--- src/rtl/irq_ctrl.sv ---
// irq_ctrl: interrupt controller placed directly after the deadline timer.
//
// It latches rising edges of the timer's `timeout` line and of the external
// IRQ lines into a pending register. It then requests service from the CPU
// pipeline and waits for an acknowledge. On the acknowledge it captures the
// return PC and redirects fetch to the vector for the winning cause. On
// `eret` it redirects fetch back to the saved PC. It also drives the timer's
// start, stop and count-enable inputs.
//
// Ports
//   cpu_clk, rst        clock (posedge); synchronous active-high reset
//   timeout             timer expiry level (edge-detected here)
//   ext_irq[N_EXT]      external IRQ levels, already synchronised (edge-detected)
//   mask_we/mask_wdata  enable-mask write; bit 0 = timeout, bit i+1 = ext_irq[i]
//   instr_commit        one instruction retired this cycle
//   task_start          software request to start the task deadline
//   eret                return-from-interrupt committed
//   cpu_ack, pc_in      pipeline drained; pc_in is the return address
//   irq_req             request to the pipeline
//   redirect, vector_pc one-cycle fetch redirect and its target
//   epc, cause          saved return PC and index of the serviced source
//   in_handler          a handler is running
//   start_time          timer start pulse
//   stop_timer          timer stop pulse
//   count_en            timer instruction-count enable
//
// States
//   IDLE    | no request outstanding; task_start is honoured
//   REQ     | irq_req held, waiting for cpu_ack
//   HANDLER | handler running; wait for eret
module irq_ctrl #(
    parameter int          N_EXT           = 3,
    parameter logic [31:0] VECTOR_BASE     = 32'h0000_0080,
    parameter logic [31:0] VECTOR_STRIDE   = 32'h0000_0010,
    parameter bit          RESTART_ON_ERET = 1'b1
) (
    input  logic             cpu_clk,
    input  logic             rst,
    input  logic             timeout,
    input  logic [N_EXT-1:0] ext_irq,
    input  logic             mask_we,
    input  logic [N_EXT:0]   mask_wdata,
    input  logic             instr_commit,
    input  logic             task_start,
    input  logic             eret,
    input  logic             cpu_ack,
    input  logic [31:0]      pc_in,
    output logic             irq_req,
    output logic             redirect,
    output logic [31:0]      vector_pc,
    output logic [31:0]      epc,
    output logic [3:0]       cause,
    output logic             in_handler,
    output logic             start_time,
    output logic             stop_timer,
    output logic             count_en
);

    typedef enum logic [1:0] {
        IDLE    = 2'd0,
        REQ     = 2'd1,
        HANDLER = 2'd2
    } state_t;

    state_t           state_q, state_d;
    logic [N_EXT:0]   pending_q, pending_d;
    logic [N_EXT:0]   mask_q, mask_d;
    logic             timeout_dly_q, timeout_dly_d;
    logic [N_EXT-1:0] ext_dly_q, ext_dly_d;
    logic             irq_req_q, irq_req_d;
    logic             redirect_q, redirect_d;
    logic [31:0]      vector_pc_q, vector_pc_d;
    logic [31:0]      epc_q, epc_d;
    logic [3:0]       cause_q, cause_d;
    logic             in_handler_q, in_handler_d;
    logic             start_time_q, start_time_d;
    logic             stop_timer_q, stop_timer_d;

    logic [N_EXT:0]   set_bits;
    logic [N_EXT:0]   clr_bits;
    logic [N_EXT:0]   eligible;
    logic [3:0]       win_idx;

    assign set_bits = {ext_irq & ~ext_dly_q, timeout & ~timeout_dly_q};
    assign eligible = pending_q & mask_q;

    // Lowest index wins: scan from the top so the last hit is the lowest.
    always_comb begin
        win_idx = 4'd0;
        for (int i = N_EXT; i >= 0; i--) begin
            if (eligible[i]) win_idx = 4'(i);
        end
    end

    always_comb begin
        state_d       = state_q;
        mask_d        = mask_we ? mask_wdata : mask_q;
        timeout_dly_d = timeout;
        ext_dly_d     = ext_irq;
        irq_req_d     = 1'b0;
        redirect_d    = 1'b0;
        vector_pc_d   = vector_pc_q;
        epc_d         = epc_q;
        cause_d       = cause_q;
        in_handler_d  = in_handler_q;
        start_time_d  = 1'b0;
        stop_timer_d  = 1'b0;
        clr_bits      = '0;

        case (state_q)
            IDLE: begin
                // Guard keeps a held task_start (or one right after an
                // eret restart) from merging into a multi-cycle pulse.
                if (task_start && !start_time_q) start_time_d = 1'b1;
                if (|eligible) begin
                    state_d   = REQ;
                    irq_req_d = 1'b1;
                end
            end
            REQ: begin
                if (!(|eligible)) begin
                    state_d = IDLE;
                end else if (cpu_ack) begin
                    epc_d              = pc_in;
                    cause_d            = win_idx;
                    clr_bits[win_idx]  = 1'b1;
                    redirect_d         = 1'b1;
                    vector_pc_d        = VECTOR_BASE + ({28'd0, win_idx} * VECTOR_STRIDE);
                    stop_timer_d       = 1'b1;
                    in_handler_d       = 1'b1;
                    state_d            = HANDLER;
                end else begin
                    irq_req_d = 1'b1;
                end
            end
            HANDLER: begin
                if (eret) begin
                    redirect_d   = 1'b1;
                    vector_pc_d  = epc_q;
                    in_handler_d = 1'b0;
                    start_time_d = RESTART_ON_ERET;
                    state_d      = IDLE;
                end
            end
            default: state_d = IDLE;
        endcase

        // A new edge in the same cycle as the service clear keeps the bit set.
        pending_d = (pending_q & ~clr_bits) | set_bits;
    end

    always_ff @(posedge cpu_clk) begin
        if (rst) begin
            state_q       <= IDLE;
            pending_q     <= '0;
            mask_q        <= '1;
            timeout_dly_q <= 1'b0;
            ext_dly_q     <= '0;
            irq_req_q     <= 1'b0;
            redirect_q    <= 1'b0;
            vector_pc_q   <= 32'd0;
            epc_q         <= 32'd0;
            cause_q       <= 4'd0;
            in_handler_q  <= 1'b0;
            start_time_q  <= 1'b0;
            stop_timer_q  <= 1'b0;
        end else begin
            state_q       <= state_d;
            pending_q     <= pending_d;
            mask_q        <= mask_d;
            timeout_dly_q <= timeout_dly_d;
            ext_dly_q     <= ext_dly_d;
            irq_req_q     <= irq_req_d;
            redirect_q    <= redirect_d;
            vector_pc_q   <= vector_pc_d;
            epc_q         <= epc_d;
            cause_q       <= cause_d;
            in_handler_q  <= in_handler_d;
            start_time_q  <= start_time_d;
            stop_timer_q  <= stop_timer_d;
        end
    end

    assign irq_req    = irq_req_q;
    assign redirect   = redirect_q;
    assign vector_pc  = vector_pc_q;
    assign epc        = epc_q;
    assign cause      = cause_q;
    assign in_handler = in_handler_q;
    assign start_time = start_time_q;
    assign stop_timer = stop_timer_q;
    // Handler instructions are not charged to the task's budget.
    assign count_en   = instr_commit & ~in_handler_q;

endmodule

--- config.mk ---
export PLATFORM = sky130hd
export DESIGN_NAME = irq_ctrl
export DESIGN_NICKNAME = d
export VERILOG_FILES = /design/src/rtl/irq_ctrl.sv
export SDC_FILE = /design/constraint.sdc
export NUM_CORES = 1
export LEC_CHECK = 0
export ABC_AREA = 1
export ABC_CLOCK_PERIOD_IN_PS = 1800
export CORE_MARGIN = 3
export CORE_UTILIZATION = 25
export DETAILED_ROUTE_END_ITERATION = 16
export SKIP_CTS_REPAIR_TIMING = 1
export SYNTH_ARGS = -nofsm -noshare
export SYNTH_HDL_FRONTEND = slang
export SYNTH_SLANG_ARGS = --single-unit
--- constraint.sdc ---
create_clock -name cpu_clk -period 1.8 [get_ports cpu_clk]
set_clock_uncertainty 0.15 [all_clocks]
set_input_delay 0.18 -clock cpu_clk [delete_from_list [all_inputs] [get_ports cpu_clk]]
set_output_delay 0.18 -clock cpu_clk [all_outputs]
set_load 0.03 [all_outputs]
==> reports/metrics.cfg <==
[critical_path]
cp_max_fo = 3
rrSetupSlack_ns = 0.09
path_class = flip-flop to output port
crit_path_start_kind = flip-flop
cp.depth = 1
worst_path_max_delay_cell = clkdlybuf4s50_1
crit_arrival_ns = 1.42
cp-endpoint = epc[4]
r2r_start = state_q[0]
crit_start = epc[4]
r2r-end = vector_pc[31]
cp.required_ns = 1.47
crit_chain = clkdlybuf4s50_1
ff2ff_path_depth = 10
critPathBufInv = 1
path_delay_family = buffers and inverters
critical_path.endpoint_type = output port
cpPeakStageDelay_ns = 0.71

[cts]
clk_latency_ns = 0.33
cts_tree = done
cts.sinks = 85
clockRootBuffer = clkbuf_16
htreeDepth = 3
ctsLongestPathBuffers = 2
clk_pin_slew_ns = 0.06
cts_buffers = 9

[drt]
drtPass1Iterations = 4
drc = 0
drtIter0Drc = 165
vias = 3143
post_drt_wl_per_cell_um = 14.0
vias_per_cell = 4.45
routed_wl_mm = 9.90
drtAntennaViolNets = 0

[die]
initial_core_util = 0.258
pin_count = 121
core-area_mm2 = 0.0127
fp-row-count = 41
die_area_mm2 = 0.0145
die_width_um = 120
fp.dieH_um = 120

[global_route]
grt_max_degree = 41
grt_pass1_wl_mm = 15.7
track_usage = 0.135
globalRoute.totalOverflow = 0
grt_pass1_vias = 3129
antenna_found_initial = 0

[finish]
drive_gt1_frac = 0.105
final_area_mm2 = 0.00510
final_core_util = 0.401
insertedDiodeCount = 0
n_fill_cell = 1344
final_nets = 579
area_growth_pct = 55.7

[timing]
fin_ws_ns = 0.0541
hold_violations = 0
finalSetupViolCount = 0
finalMaxSlewViolations = 0
fmax_mhz = 573
finalCritPeriodShare = 0.970
rsz0062_at_grt = true
finalSetupTns_ns = 0
period_needed_ns = 1.75

[placed_design]
placement.io_buffers = 118
globalplace.congestion = 0.772
dp_hpwl_mm = 6.98
dpl_cell_area_mm2 = 0.00467
dpl_worst_slack_ns = 0.0181

[synthesis]
synth_top_area_share = 0.519
async_reset_ff_frac = 0
synthTopCellsByArea = dfxtp_1, nor2_1, nand2_1
yosys_warnings = 0
ys_types = 26
ys_seq_area_frac = 0.519
synth_edf_count = 0
synth_area_mm2 = 0.00328
synth.avg_cell_area_um2 = 7.99
yosysMostFrequentCell = dfxtp_1
yosys.area.top_type = dfxtp_1
ys.flop_type = dfxtp_1
synth_common_cells = dfxtp_1, nor2_1, nand2_1, a21oi_1, o21ai_0
ys_ff_latch = 85
synthCells = 410

[run_status]
outcome = completed

[pwr]
swShare = 0.297
power_frac_clock = 0.362
combinationalPowerShare = 0.265
p_int_mw = 4.04
p_switching_mw = 1.71
powerDensity_mw_per_mm2 = 1130
power_frac_seq = 0.373
vdd_ir_drop_max_mv = 0.584
p_leak_nw = 2.01

[hold_path]
hp-class = primary input to flip-flop

[run]
cap_viol_max_count = 0

logic make-up after synthesis:
family / after synthesis / synth area share
simple gates: 188 / 0.263
flops: 85 / 0.519
compound gates: 84 / 0.132
buf+inv: 49 / 0.0733
fa+ha+maj: 3 / 0.0115
other cells: 1 / 0.00114
layout by cell type (no fill, tap or decap), types with 3 or more instances in the layout:
master	n
buf_12	5
dfxtp_1	84
clkbuf_8	4
inv_1	16
o21ai_0	38
nand2_1	58
nor2_1	76
clkbuf_16	10
nand3_1	9
clkdlybuf4s50_1	116
nand4_1	30
buf_4	10
a21oi_1	40
nand2_2	7
nand2_4	3
final cells by class:
type	instances	area (µm²)	area share
clock buffer	13	280	0.0549
inverter	19	71.3	0.0140
timing repair buffer	137	1410	0.276
clock inverter	3	65.1	0.0128
sequential	85	1700	0.334
tap	172	215	0.0422
multi-input combinational	277	1360	0.267
worst min-delay path by stage:
stage	from	end	slack, ns	cells after the start
after detailed placement	ext_dly_q[1]	pending_q[2]	0.27	1
after CTS	rst	epc[3]	0.24	4
after global routing	ext_irq[2]	ext_dly_q[2]	0.26	3
after floorplan	mask_we	mask_q[0]	0.14	1
final	rst	epc[3]	0.24	4
after global placement	ext_dly_q[1]	pending_q[2]	0.26	1
metal layers:
metal  part of all wire  GRT usage  routed length [µm]
met1               0.45      0.166                4460
met2               0.47      0.227                4700
met3              0.067     0.0463                 661
met4             0.0080     0.0319                  79
met5                  0          0                   0
power by group through the flow:
| stage | Combinational (mW) | Sequential, mW | Clock [mW] |
|---|---|---|---|
| floorplan | 0.600 | 2.40 | 0 |
| global placement | 1.40 | 2.18 | 0 |
| detailed placement | 1.42 | 2.18 | 0 |
| CTS | 1.43 | 2.14 | 2.12 |
| global route | 1.66 | 2.16 | 2.21 |
| finish | 1.52 | 2.14 | 2.08 |
stage by stage:
step | total power [mW] | cells | hold slack [ns]
2_1_floorplan | 3.00 | 411 | 0.141
4_1_cts | 5.69 | 703 | 0.236
6_report | 5.75 | 706 | 0.241
5_1_grt | 6.02 | 706 | 0.258
3_5_place_dp | 3.60 | 687 | 0.271
3_3_place_gp | 3.58 | 687 | 0.260
sequential cells by signal, summed over array words and instances (netlist names):
signal,count
pending_q,4
stop_timer,1
timeout_dly_q,1
state_q,2
mask_q,4
epc,32
irq_req,1
redirect,1
in_handler,1
start_time,1
vector_pc,32
cause,2
ext_dly_q,3
Power figures use the tool's default switching activity.
